File: src/rtl/beta_mem_pkg.sv
`default_nettype none
// ============================================================================
// Module      : beta_mem_pkg
// Description : Shared definitions for the BETA data-memory bus master.
//               Holds the FSM state encoding, the datapath word width and
//               the default access timeout.
// Revision    : 1.0 - initial release
// ============================================================================
package beta_mem_pkg;

   localparam int BETA_WORD_W         = 32;
   localparam int BETA_TIMEOUT_CYCLES = 16;

   // FSM state encoding (2-bit, legacy-compatible constants)
   localparam logic [1:0] ST_IDLE = 2'd0;
   localparam logic [1:0] ST_REQ  = 2'd1;
   localparam logic [1:0] ST_DONE = 2'd2;

endpackage
`default_nettype wire

File: src/rtl/beta_mem_timeout.sv
`default_nettype none
// ============================================================================
// Module      : beta_mem_timeout
// Description : Loadable up-counter that measures how long a bus access has
//               been waiting for an acknowledge.
//               Priority: clr > load > en.
// Ports       : clk, rst      - clock, asynchronous active-high reset
//               clr           - force count to zero
//               en            - increment count by one
//               load/load_val - load an arbitrary count value
//               count         - current count
//               expire        - count has reached TIMEOUT_CYCLES-1
// Revision    : 1.0 - initial release
// ============================================================================
module beta_mem_timeout
   import beta_mem_pkg::*;
#(
   parameter int TIMEOUT_CYCLES = BETA_TIMEOUT_CYCLES,
   parameter int CNT_W          = 5
) (
   input  logic             clk,
   input  logic             rst,
   input  logic             clr,
   input  logic             en,
   input  logic             load,
   input  logic [CNT_W-1:0] load_val,
   output logic [CNT_W-1:0] count,
   output logic             expire
);

   localparam logic [CNT_W-1:0] C_LAST = CNT_W'(TIMEOUT_CYCLES - 1);

   logic [CNT_W-1:0] count_d;
   logic [CNT_W-1:0] count_q;

   always_comb begin
      count_d = count_q;
      if (clr) begin
         count_d = '0;
      end else if (load) begin
         count_d = load_val;
      end else if (en) begin
         count_d = count_q + 1'b1;
      end
   end

   always_ff @(posedge clk or posedge rst) begin
      if (rst) begin
         count_q <= '0;
      end else begin
         count_q <= count_d;
      end
   end

   assign count  = count_q;
   assign expire = (count_q == C_LAST);

endmodule
`default_nettype wire

File: src/rtl/beta_mem_ctrl.sv
`default_nettype none
// ============================================================================
// Module      : beta_mem_ctrl
// Description : Data-memory bus master for the BETA datapath. Turns the core's
//               MOE/MWR levels into req/ack bus cycles, stalls the core until
//               each access completes, and returns load data for WDSEL=2.
//               Optional macro BETA_MEM_ALIGN_CHECK_EN: misaligned requests
//               fault immediately without issuing a bus cycle.
// Ports       : clk, rst          - clock, asynchronous active-high reset
//               mem_rd, mem_wr    - core load / store request levels
//               addr, wdata       - byte address and store data from the core
//               rdata             - load result (held until the next load)
//               stall             - combinational pipeline freeze
//               mem_fault         - one-cycle fault pulse in DONE
//               bus_req/we/addr/wdata - registered bus request outputs
//               bus_ack, bus_rdata    - memory completion strobe and data
// Revision    : 1.0 - initial release
// ============================================================================
module beta_mem_ctrl
   import beta_mem_pkg::*;
#(
   parameter int TIMEOUT_CYCLES = BETA_TIMEOUT_CYCLES,
   parameter int CNT_W          = 5
) (
   input  logic                   clk,
   input  logic                   rst,
   input  logic                   mem_rd,
   input  logic                   mem_wr,
   input  logic [BETA_WORD_W-1:0] addr,
   input  logic [BETA_WORD_W-1:0] wdata,
   output logic [BETA_WORD_W-1:0] rdata,
   output logic                   stall,
   output logic                   mem_fault,
   output logic                   bus_req,
   output logic                   bus_we,
   output logic [BETA_WORD_W-1:0] bus_addr,
   output logic [BETA_WORD_W-1:0] bus_wdata,
   input  logic                   bus_ack,
   input  logic [BETA_WORD_W-1:0] bus_rdata
);

   logic [1:0]             state_d,     state_q;
   logic [BETA_WORD_W-1:0] rdata_d,     rdata_q;
   logic                   fault_d,     fault_q;
   logic                   bus_req_d,   bus_req_q;
   logic                   bus_we_d,    bus_we_q;
   logic [BETA_WORD_W-1:0] bus_addr_d,  bus_addr_q;
   logic [BETA_WORD_W-1:0] bus_wdata_d, bus_wdata_q;

   logic             cnt_clr;
   logic             cnt_en;
   logic             cnt_expire;
   logic [CNT_W-1:0] unused_cnt;
   logic             req_any;
   logic             misaligned;

   assign req_any = mem_rd | mem_wr;

`ifdef BETA_MEM_ALIGN_CHECK_EN
   assign misaligned = (addr[1:0] != 2'b00);
`else
   // Byte offset is dropped: the bus is word-addressed only.
   logic unused_addr_lo;
   assign unused_addr_lo = ^addr[1:0];
   assign misaligned     = 1'b0;
`endif

   beta_mem_timeout #(
      .TIMEOUT_CYCLES (TIMEOUT_CYCLES),
      .CNT_W          (CNT_W)
   ) u_timeout (
      .clk      (clk),
      .rst      (rst),
      .clr      (cnt_clr),
      .en       (cnt_en),
      .load     (1'b0),
      .load_val ('0),
      .count    (unused_cnt),
      .expire   (cnt_expire)
   );

   always_comb begin
      state_d     = state_q;
      rdata_d     = rdata_q;
      fault_d     = 1'b0;
      bus_req_d   = bus_req_q;
      bus_we_d    = bus_we_q;
      bus_addr_d  = bus_addr_q;
      bus_wdata_d = bus_wdata_q;
      cnt_clr     = 1'b0;
      cnt_en      = 1'b0;

      case (state_q)
         ST_IDLE: begin
            if (req_any) begin
               if (misaligned) begin
                  // No bus cycle; report the fault on the next (DONE) cycle.
                  state_d = ST_DONE;
                  fault_d = 1'b1;
                  if (!mem_wr) begin
                     rdata_d = '0;
                  end
               end else begin
                  state_d     = ST_REQ;
                  bus_req_d   = 1'b1;
                  bus_we_d    = mem_wr;   // rd & wr together is a store
                  bus_addr_d  = {addr[BETA_WORD_W-1:2], 2'b00};
                  bus_wdata_d = wdata;
                  cnt_clr     = 1'b1;
               end
            end
         end

         ST_REQ: begin
            cnt_en = 1'b1;
            // Ack is checked first so an ack on the last allowed cycle wins.
            if (bus_ack) begin
               state_d   = ST_DONE;
               bus_req_d = 1'b0;
               if (!bus_we_q) begin
                  rdata_d = bus_rdata;
               end
            end else if (cnt_expire) begin
               state_d   = ST_DONE;
               bus_req_d = 1'b0;
               fault_d   = 1'b1;
               if (!bus_we_q) begin
                  rdata_d = '0;
               end
            end
         end

         ST_DONE: begin
            state_d = ST_IDLE;
         end

         default: begin
            state_d   = ST_IDLE;
            bus_req_d = 1'b0;
         end
      endcase
   end

   always_ff @(posedge clk or posedge rst) begin
      if (rst) begin
         state_q     <= ST_IDLE;
         rdata_q     <= '0;
         fault_q     <= 1'b0;
         bus_req_q   <= 1'b0;
         bus_we_q    <= 1'b0;
         bus_addr_q  <= '0;
         bus_wdata_q <= '0;
      end else begin
         state_q     <= state_d;
         rdata_q     <= rdata_d;
         fault_q     <= fault_d;
         bus_req_q   <= bus_req_d;
         bus_we_q    <= bus_we_d;
         bus_addr_q  <= bus_addr_d;
         bus_wdata_q <= bus_wdata_d;
      end
   end

   // Stall covers the accepting IDLE cycle and every REQ cycle; DONE releases
   // the core so the instruction retires on that edge.
   assign stall     = ((state_q == ST_IDLE) && req_any) || (state_q == ST_REQ);
   assign rdata     = rdata_q;
   assign mem_fault = fault_q;
   assign bus_req   = bus_req_q;
   assign bus_we    = bus_we_q;
   assign bus_addr  = bus_addr_q;
   assign bus_wdata = bus_wdata_q;

endmodule
`default_nettype wire
File: config.mk
export PLATFORM = sky130hd
export DESIGN_NAME = beta_mem_ctrl
export DESIGN_NICKNAME = d
export VERILOG_FILES = /design/src/rtl/beta_mem_pkg.sv /design/src/rtl/beta_mem_timeout.sv /design/src/rtl/beta_mem_ctrl.sv
export SDC_FILE = /design/constraint.sdc
export NUM_CORES = 1
export LEC_CHECK = 0
export ABC_AREA = 1
export CORE_ASPECT_RATIO = 0.7
export CORE_UTILIZATION = 35
export CTS_CLUSTER_SIZE = 10
export DETAILED_ROUTE_END_ITERATION = 8
export PLACE_DENSITY = 0.81
export SYNTH_ARGS = -nofsm -noshare
export SYNTH_HDL_FRONTEND = slang
export SYNTH_HIERARCHICAL = 1
export SYNTH_SLANG_ARGS = --single-unit
File: constraint.sdc
create_clock -name clk -period 3.2 [get_ports clk]
set_input_delay 0.48 -clock clk [delete_from_list [all_inputs] [get_ports clk]]
set_output_delay 0.48 -clock clk [all_outputs]
set_load 0.005 [all_outputs]
* After elaboration in Yosys (flattened, before gate mapping) *
Index checks and enable logic that the tools add are counted.

storage, ports and cells
  memories = 0
  register bits after elaboration = 104
  bits in read-only memories = 0
  output and inout port bits = 100
  RAM bits = 0
  input port bits = 101
  latch bits = 0
  logic and storage cells = 46

cells by class
  shifts and indexed selects = 0
  reduce and logical (&&, ||, !) cells = 9
  mux-type cells = 20
  $lt $le $gt $ge = 0
  $add $sub $neg = 1
  eq/ne operators = 5
  multipliers = 0
  divide/modulo/power cells = 0
  bitwise gates (word level) = 3

operators by type and width
  operator             number
  $mux 32              4
  $mux 5               2
  $mux 1               9
  $mux 2               3
  $reduce_and 3->1     2
  $add 5x1->5 const B  1
  $eq 5x4->1 const B   1
  $pmux 2 s2           1
  $reduce_and 2->1     2
  $reduce_bool 2->1    2
  $ne 3x3->1 const B   1
  $pmux 1 s3           1
  $eq 2x1->1 const B   1
  $eq 2x2->1 const B   1
  $logic_not 2->1      1
  $ne 2x2->1 const B   1
  $not 1->1            2
  $logic_and 1x1->1    1
  $logic_or 1x1->1     1
  $or 1x1->1           1

* Logic depth before layout (Yosys ltp) *
Gate-level depths: netlist (run 1).

  word-level depth = 4
  mapped depth = 10
  gate-level depth less buffers = 9

* Modules after synthesis *
Netlist (run 1), hierarchy kept.

by module, submodules not included
  module            times used  area an instance (um2)  cells an instance  seq. area each (um2)
  beta_mem_ctrl     1           4110.2                  499                2477.4
  beta_mem_timeout  1           319.1                   44                 125.1

* Worst setup path before layout (run 1) *
No wires, ideal clock.

  kind = reg-to-reg
  from = register u_timeout.count_q[0] (netlist: u_timeout/count[0])
  to = register rdata_q[10] (netlist: rdata[10])
  library setup time = 0.117 ns
  data required time = 3.083 ns
  arrival = 1.405 ns
  slack = 1.678 ns
  buffers on the path = 1
  period minus slack after synthesis = 1.522 ns
  stages on the path, launching flop included = 10
  cells stage by stage = dfrtp_1 > ha_1 > nand2_1 > nor2_1 > ha_1 > nor2_1 > nor2_4 > buf_6 > nand3_1 > nand2_1

on the way
  cells in the longest elaborated chain, start to end = 3

ends and longest elaborated chain
  element                      RTL line                RTL
  from (decl)                  beta_mem_timeout.sv:34  logic [CNT_W-1:0] count_q;
  from (signal assigned)       beta_mem_timeout.sv:51  count_q <= count_d;
  $eq 5x4->1                   beta_mem_timeout.sv:56  assign expire = (count_q == C_LAST);
  via cnt_expire               beta_mem_ctrl.sv:52     logic cnt_expire;
  $reduce_bool 2->1 (no line)  --
  $reduce_and 3->1 (no line)   --
  to (signal assigned)         beta_mem_ctrl.sv:155    rdata_q <= rdata_d;
  to (decl)                    beta_mem_ctrl.sv:43     logic [BETA_WORD_W-1:0] rdata_d, rdata_q;

The timed path passes the listed nets, and every way through them passes these cells.
A chain may end at the register's enable or synchronous reset.

* Worst setup path after layout (run 1) *
  from = input mem_wr
  to = output stall

on the way
  cells in the longest elaborated chain, start to end = 3

ends and longest elaborated chain
  element            RTL line              RTL
  from (decl)        beta_mem_ctrl.sv:28   input logic mem_wr,
  $or 1x1->1         beta_mem_ctrl.sv:57   assign req_any = mem_rd | mem_wr;
  $logic_and 1x1->1  beta_mem_ctrl.sv:166  assign stall = ((state_q == ST_IDLE) && req_any) || (state_q == ST_REQ);
  $logic_or 1x1->1   beta_mem_ctrl.sv:166
  to (decl)          beta_mem_ctrl.sv:32   output logic stall,

Every way passes these cells.

==> results.sh, run 1 <==
export IMPL_drtIter0Drc=162
export IMPL_swShare_pct=33.1
export IMPL_pwr_share_seq_pct=37.5
export IMPL_num_rows=33
export IMPL_ys_seq_area_share_pct=58.8
export IMPL_drc=0
export IMPL_grt_pass1_vias=3716
export IMPL_worstHoldPathType="input pin to async pin"
export IMPL_worstPathCellList="clkdlybuf4s50_1 -> o21ai_4 -> nand2_1 -> clkdlybuf4s50_1"
export IMPL_reg2reg_to="rdata[7]$_DFFE_PP0P_"
export IMPL_ant_nets=0
export IMPL_place_congestion=0.775
export IMPL_path_class="input pin to output port"
export IMPL_power_frac_comb_pct=43.3
export IMPL_hpwlAfterDp_um=8190
export IMPL_portBuffers=196
export IMPL_synth_edff_count=0
export IMPL_ys_types=25
export IMPL_reg2reg_slack_ps=1140
export IMPL_rsz0062_at_grt="no"
export IMPL_final_nets=845
export IMPL_period_needed_ps=2380
export IMPL_grt_pass1_wl_um=18100
export IMPL_startpoint_type="input pin"
export IMPL_io_pins=201
export IMPL_layout_drive_gt1_share_pct=4.16
export IMPL_end_kind="output port"
export IMPL_mostFrequentLayoutCell="nand2_1"
export IMPL_cp_arrival_ps=1900
export IMPL_multiInputGateArea_sq_mm=0.00154
export IMPL_cp_slowest_cell="clkdlybuf4s50_1"
export IMPL_tns_ps=0
export IMPL_cts_setup_buffers=0
export IMPL_cts_buffer_depth=2
export IMPL_yosysWarningCount=6
export IMPL_worst_pin_slew_ps=740
export IMPL_cp_slowest_stage_delay_ps=470
export IMPL_dieArea_sq_mm=0.0131
export IMPL_cp_common_cell="clkdlybuf4s50_1"
export IMPL_cts_buffers=9
export IMPL_p_int_uw=4100
export IMPL_grt_max_degree=47
export IMPL_power_density_mw_per_mm2=894
export IMPL_fillers=1076
export IMPL_leakage_uw=0.00359
export IMPL_htreeDepth=3
export IMPL_crit_family="buffers and inverters"
export IMPL_cp_depth=4
export IMPL_final_cell_mix="nand2_1 (303), clkdlybuf4s50_1 (196), dfrtp_1 (104)"
export IMPL_ctsResizeCount=0
export IMPL_synth_cells=543
export IMPL_critPathMaxFanout=9
export IMPL_cap_violations=0
export IMPL_fin_util_pct=57.1
export IMPL_wirelength_um=11500
export IMPL_endpoint="stall"
export IMPL_grt_use_total_pct=17.8
export IMPL_syn_area_sq_mm=0.00443
export IMPL_slew_viol_final=0
export IMPL_fin_crit_sh_pct=74.5
export IMPL_regArea_sq_mm=0.00260
export IMPL_async_flop_share_pct=100
export IMPL_worstRegToRegCells=9
export IMPL_hold_viol=0
export IMPL_skew_ps=8.65
export IMPL_timing_fmax_ghz=0.420
export IMPL_setup_viol=0
export IMPL_die_w_um=136
export IMPL_clock_root_buffer="clkbuf_16"
export IMPL_startpoint="mem_wr"
export IMPL_core_area_sq_mm=0.0120
export IMPL_vias=3928
export IMPL_hold_buffers=0
export IMPL_status="complete, no violations"
export IMPL_wl_per_cell_um=12.7
export IMPL_switchingPower_uw=2030
export IMPL_relSlewSlack_pct=50.5
export IMPL_max_vdd_ir_drop_v=0.000382
export IMPL_initial_core_util_pct=36.9
export IMPL_gr_total_overflow=0
export IMPL_first_pass_iters=4
export IMPL_detail_route_vias_per_cell=4.35
export IMPL_antenna_found_initial=0
export IMPL_insertion_delay_ps=330
export IMPL_clk_pin_slew_worst_paths_ps=70
export IMPL_ys_dominant_reg_cell="dfrtp_1"
export IMPL_r2r_start="u_timeout/count[0]$_DFFE_PP0P_"
export IMPL_required_ps=2720
export IMPL_areaGrowthSynthToFinish_pct=54.9
export IMPL_clock_sinks=104
export IMPL_die_h_um=96.1
export IMPL_cts_tree="yes"
export IMPL_syn_avg_cell_area_sq_um=8.16
export IMPL_ys_seq_elements=104
export IMPL_clockPowerShare_pct=19.2
export IMPL_diodes=0
export IMPL_cp_num_buf_inv=2
## metrics by stage
stage / hold slack, ps / instance area [sq um] / setup WS, ps / instances / power [uW]
global placement: 455 / 6540 / 814 / 888 / 4940
global route: 462 / 6860 / 747 / 903 / 6590
CTS: 440 / 6860 / 798 / 903 / 6210
floorplan: 259 / 4480 / 130 / 556 / 3410
detailed placement: 457 / 6540 / 810 / 888 / 5010
finish: 451 / 6860 / 817 / 903 / 6130
## worst min path at each step
stage,startpoint,end,cells past startpoint
finish,rst,u_timeout/count[1]$_DFFE_PP0P_,2
global route,rst,u_timeout/count[3]$_DFFE_PP0P_,2
CTS,rst,u_timeout/count[3]$_DFFE_PP0P_,2
detailed placement,rdata[0]$_DFFE_PP0P_,rdata[0]$_DFFE_PP0P_,2
global placement,rdata[19]$_DFFE_PP0P_,rdata[19]$_DFFE_PP0P_,2
floorplan,rst,u_timeout/count[0]$_DFFE_PP0P_,1
## power groups by stage
| stage | Combinational (uW) | Sequential, uW | Clock [uW] |
|---|---|---|---|
| floorplan | 1080 | 2330 | 0 |
| detailed placement | 2700 | 2300 | 0 |
| global placement | 2660 | 2280 | 0 |
| finish | 2660 | 2300 | 1180 |
| global route | 2960 | 2370 | 1260 |
| CTS | 2710 | 2300 | 1200 |
## sequential cells by signal (all words and copies together) (netlist names)
signal and count:
bus_wdata 32, rdata 32, bus_addr 30, u_timeout/count 5
state_q 2, bus_req 1, bus_we 1, mem_fault 1
## routing by layer
layer	vias up	global-route usage [%]	part of all wire [%]
li1	2006	-	-
met1	1793	25.3	48
met2	122	26.6	44
met3	7	5.32	7.4
met4	0	3.70	0.55
met5	-	0	0
## area by class of cell
class	count	area share (%)
Clock buffer	11	3.54
Clock inverter	4	1.13
Inverter	45	2.50
Multi-Input combinational cell	379	22.5
Sequential cell	104	37.9
Tap cell	157	2.86
Timing Repair Buffer	203	29.5
## cell usage after synthesis (2+ instances only)
cell type  instances  area share (%)
buf_1              3            0.25
buf_2             13             1.5
buf_4              7             1.2
buf_6              3            0.76
clkbuf_1           2            0.17
dfrtp_1          104              59
ha_1               2            0.56
inv_1             43             3.6
inv_2              2            0.17
nand2_1          303              26
nand3_1           34             3.8
nor2_1             7            0.59
nor2_2             3            0.42
o21ai_0            2            0.23
o21ai_1            4            0.45
o21ai_2            2            0.40
## kinds of logic after synthesis
group / after synthesis / share of synthesized area [%]
fa+ha+maj: 2 / 0.565
flops: 104 / 58.8
simple gates: 352 / 31.4
xor+xnor: 1 / 0.198
buf+inv: 73 / 7.66
compound gates: 10 / 1.33
other cells: 1 / 0.0847
No activity file was read; power rests on OpenSTA's default activity.
==> run 2: changes to the inputs <==
- clock period: 3.2 -> 2 ns (I/O delays scaled with it)
==> run 2 against run 1 <==
Effect of this change:
- worst hold slack worse by 170 ps
- clock-buffer cell count stayed put
- critical path depth is the same
- clock power is 42% higher
- wire length increased by 2.6%
- combinational power rose by 65%
- design area increased by 0.86%
- sequential share of layout area shrank 0.30 points
- global-route usage up 0.78 points
- non-clock buffer count increased by 4
==> results.sh, run 2 (synthesis results as in run 1) <==
export IMPL_status="complete, no violations"
export IMPL_cp_slowest_cell="clkdlybuf4s50_1"
export IMPL_critPathMaxFanout=4
export IMPL_portBuffers=196
export IMPL_grt_use_total_pct=18.5
export IMPL_whs_ps=278
export IMPL_detail_route_vias_per_cell=4.39
export IMPL_areaGrowthSynthToFinish_pct=56.2
export IMPL_worstPathCellList="nor2_4 -> o21ai_4 -> nand2_1 -> clkdlybuf4s50_1"
export IMPL_clk_pin_slew_worst_paths_ps=70
export IMPL_dieArea_sq_mm=0.0131
export IMPL_path_class="flip-flop to output port"
export IMPL_placed_cells=892
export IMPL_gr_total_overflow=0
export IMPL_die_w_um=136
export IMPL_grt_pass1_wl_um=18700
export IMPL_clock_root_buffer="clkbuf_16"
export IMPL_period_needed_ps=1920
export IMPL_layout_drive_gt1_share_pct=5.32
export IMPL_required_ps=1700
export IMPL_final_cell_mix="nand2_1 (302), clkdlybuf4s50_1 (196), dfrtp_1 (103)"
export IMPL_initial_core_util_pct=36.9
export IMPL_fin_crit_sh_pct=96.2
export IMPL_ant_nets=0
export IMPL_vias=3989
export IMPL_reg2reg_slack_ps=190
export IMPL_io_pins=201
export IMPL_grt_max_degree=51
export IMPL_wl_per_cell_um=13.0
export IMPL_startpoint_type="flip-flop"
export IMPL_timing_fmax_ghz=0.520
export IMPL_end_kind="output port"
export IMPL_power_density_mw_per_mm2=1410
export IMPL_core_area_sq_mm=0.0120
export IMPL_fin_cells=909
export IMPL_place_area_sq_mm=0.00661
export IMPL_antenna_found_initial=0
export IMPL_grt_pass1_vias=3847
export IMPL_cp_arrival_ps=1620
export IMPL_hpwlAfterDp_um=8260
export IMPL_num_rows=33
export IMPL_worstHoldPathType="input pin to async pin"
export IMPL_cts_buffer_depth=2
export IMPL_drtIter0Drc=187
export IMPL_die_h_um=96.1
export IMPL_cap_violations=0
export IMPL_setup_viol=0
export IMPL_cts_buffers=9
export IMPL_insertion_delay_ps=340
export IMPL_mostFrequentLayoutCell="nand2_1"
export IMPL_htreeDepth=3
export IMPL_drc=0
export IMPL_wirelength_um=11800
export IMPL_cp_slowest_stage_delay_ps=520
export IMPL_diodes=0
export IMPL_clock_sinks=104
export IMPL_power_uw=9740
export IMPL_max_vdd_ir_drop_v=0.000683
export IMPL_hold_buffers=0
export IMPL_hold_viol=0
export IMPL_leakage_uw=0.00361
export IMPL_cts_setup_buffers=0
export IMPL_slew_viol_final=0
export IMPL_final_area_sq_mm=0.00692
export IMPL_skew_ps=6.34
export IMPL_first_pass_iters=4
export IMPL_final_nets=850
export IMPL_tns_ps=0
export IMPL_cts_tree="yes"
export IMPL_place_congestion=0.787
run 2: cell types whose count changed in the layout (fill, tap and decap cells not counted), sizes merged:
| cell | delta |
|---|---|
| buf | +4 |
| bufinv | -2 |
| clkinv | +2 |
| clkinvlp | +1 |
| nor2 | +1 |
run 2: critical path, delay by kind of cell (launching register included):
family,cells,cell delay (ps)
compound gates,1,80
buf+inv,1,520
flops,1,460
simple gates,2,220
run 2: metal layers:
metal	vias up	share of wire, %	track usage (%)
met5	-	0	0
met4	0	0.66	4.44
met3	10	8.4	6.11
met2	116	45	29.9
met1	1844	46	24.0
li1	2019	-	-
run 2: what timing repair did:
action,in CTS,in global routing
pin swaps,1,1
resized for setup,0,6
gates cloned,0,1
setup endpoints to repair,2,33
run 2: report_power, final:
| group | leakage, uW | internal, uW | switching, uW | total (uW) |
|---|---|---|---|---|
| Sequential | 0.00131 | 3100 | 564 | 3670 |
| Combinational | 0.00217 | 2420 | 1980 | 4390 |
| Clock | 0.000140 | 891 | 789 | 1680 |
run 2: final cells by class:
class                      count  area, sq um
fill                        1079         5090
sequential                   104         2600
timing repair buffer         207         2090
multi-input combinational    380         1570
clock buffer                  11          243
tap                          157          196
inverter                      45          173
clock inverter                 5         40.0
run 2: worst paths after layout:
path / startpoint / to / cells past startpoint
min: rst / u_timeout/count[1]$_DFFE_PP0P_ / 2
max in group asynchronous: rst / bus_addr[29]$_DFFE_PP0P_ / 3
max reg2reg: u_timeout/count[0]$_DFFE_PP0P_ / rdata[14]$_DFFE_PP0P_ / 8
min in group clk: rdata[7]$_DFFE_PP0P_ / rdata[7]$_DFFE_PP0P_ / 2
min reg2reg: rdata[7]$_DFFE_PP0P_ / rdata[7]$_DFFE_PP0P_ / 2
max: state_q[0]$_DFFE_PP0P_ / stall / 4
run 2: stage by stage:
stage,utilization [%],setup slack (ps)
floorplan,-,478
global placement,55.0,88.9
detailed placement,55.0,-0.0278
CTS,57.4,17.9
global route,57.6,-5.86
finish,57.6,75.3
==> run 3: changes to the inputs <==
- CORE_UTILIZATION: 35 -> 38
- PLACE_DENSITY: 0.81 -> 0.86
==> run 3 against run 2 <==
Effect of this change:
- global-route usage grew 1.9 points
- largest cell class unchanged
- critical path depth is the same
- sequential power is essentially flat
==> results.sh, run 3 (synthesis results as in run 1) <==
export IMPL_status="complete, no violations"
export IMPL_final_nets=849
export IMPL_end_kind="output port"
export IMPL_skew_ps=8.11
export IMPL_num_rows=32
export IMPL_startpoint="state_q[0]$_DFFE_PP0P_"
export IMPL_clock_root_buffer="clkbuf_16"
export IMPL_cts_tree="yes"
export IMPL_wl_per_cell_um=13.3
export IMPL_hpwlAfterDp_um=8100
export IMPL_power_uw=9830
export IMPL_critPathMaxFanout=3
export IMPL_clock_sinks=104
export IMPL_tns_ps=0
export IMPL_io_pins=201
export IMPL_hold_buffers=0
export IMPL_setup_ws_ps=88.3
export IMPL_portBuffers=196
export IMPL_drc=0
export IMPL_cp_slowest_cell="clkdlybuf4s50_1"
export IMPL_wirelength_um=12000
export IMPL_gr_total_overflow=0
export IMPL_max_vdd_ir_drop_v=0.000687
export IMPL_die_h_um=92.3
export IMPL_whs_ps=253
export IMPL_clk_pin_slew_worst_paths_ps=70
export IMPL_diodes=0
export IMPL_timing_fmax_ghz=0.523
export IMPL_worst_pin_slew_ps=550
export IMPL_hold_viol=0
export IMPL_mostFrequentLayoutCell="nand2_1"
export IMPL_power_density_mw_per_mm2=1420
export IMPL_insertion_delay_ps=340
export IMPL_period_needed_ps=1910
export IMPL_grt_pass1_vias=3970
export IMPL_final_cell_mix="nand2_1 (302), clkdlybuf4s50_1 (196), dfrtp_1 (103)"
export IMPL_die_w_um=131
export IMPL_layout_drive_gt1_share_pct=5.19
export IMPL_cts_buffer_depth=2
export IMPL_place_congestion=0.773
export IMPL_fin_crit_sh_pct=95.6
export IMPL_worstPathCellList="nor2_4 -> o21ai_4 -> nand2_1 -> clkdlybuf4s50_1"
export IMPL_place_area_sq_mm=0.00655
export IMPL_grt_use_total_pct=20.5
export IMPL_detail_route_vias_per_cell=4.44
export IMPL_path_class="flip-flop to output port"
export IMPL_initial_core_util_pct=39.7
export IMPL_htreeDepth=3
export IMPL_cap_violations=0
export IMPL_core_area_sq_mm=0.0112
export IMPL_cts_buffers=9
export IMPL_slew_viol_final=0
export IMPL_required_ps=1700
export IMPL_final_area_sq_mm=0.00690
export IMPL_ant_nets=0
export IMPL_dieArea_sq_mm=0.0121
export IMPL_place_worst_setup_slack_ps=33.3
export IMPL_grt_pass1_wl_um=19200
export IMPL_startpoint_type="flip-flop"
export IMPL_grt_max_degree=100
export IMPL_areaGrowthSynthToFinish_pct=55.8
export IMPL_antenna_found_initial=0
export IMPL_cp_arrival_ps=1610
export IMPL_worstHoldPathType="input pin to async pin"
export IMPL_relSlewSlack_pct=63.3
export IMPL_vias=4011
export IMPL_setup_viol=0
export IMPL_first_pass_iters=5
export IMPL_leakage_uw=0.00360
export IMPL_drtIter0Drc=253
export IMPL_r2r_start="u_timeout/count[0]$_DFFE_PP0P_"
export IMPL_cp_slowest_stage_delay_ps=520
==> run 3: cell type report <==
type / instances / area (sq um)
clock buffer: 12 / 246
clock inverter: 4 / 53.8
fill: 954 / 4270
inverter: 45 / 173
multi-input combinational: 380 / 1570
sequential: 104 / 2600
tap: 153 / 191
timing repair buffer: 206 / 2060
==> run 3: power by group <==
group	leakage [uW]	switching (uW)	internal, uW	total, uW
Sequential	0.00131	583	3110	3690
Clock	0.000139	748	1010	1760
Combinational	0.00215	1990	2400	4390
==> run 3: per-layer routing <==
metal,part of all wire (%),GRT usage (%)
met5,0,0
met4,0.85,4.69
met3,7.8,6.35
met2,46,33.6
met1,45,26.4
==> run 3: path summary, 6_finish.rpt <==
check	end	slack, ps	cells after the start
setup / recovery	stall	90	4
setup reg to reg	rdata[2]$_DFFE_PP0P_	200	8
max in group asynchronous	rdata[7]$_DFFE_PP0P_	1090	3
hold reg to reg	rdata[10]$_DFFE_PP0P_	470	2
min in group clk	rdata[10]$_DFFE_PP0P_	470	2
hold / removal	u_timeout/count[4]$_DFFE_PP0P_	250	2
==> run 3: critical path: cells and delay by family (launching register included) <==
| family | cells | cell delay (ps) |
|---|---|---|
| flops | 1 | 450 |
| compound gates | 1 | 80 |
| buf+inv | 1 | 520 |
| simple gates | 2 | 220 |
==> run 3: per-stage QoR <==
| stage | util, % | cells |
|---|---|---|
| final | 61.8 | 904 |
| after global placement | 58.7 | 886 |
| after CTS | 61.3 | 902 |
| after detailed placement | 58.7 | 886 |
| after floorplan | - | 556 |
| after global routing | 61.8 | 904 |
==> run 3: repair_timing <==
item                                    4_1_cts  5_1_grt
resized for setup                             0        7
endpoints found under the setup margin        2       33
buffers inserted                              0        1
cloned                                        0        1
pin swaps                                     1        1
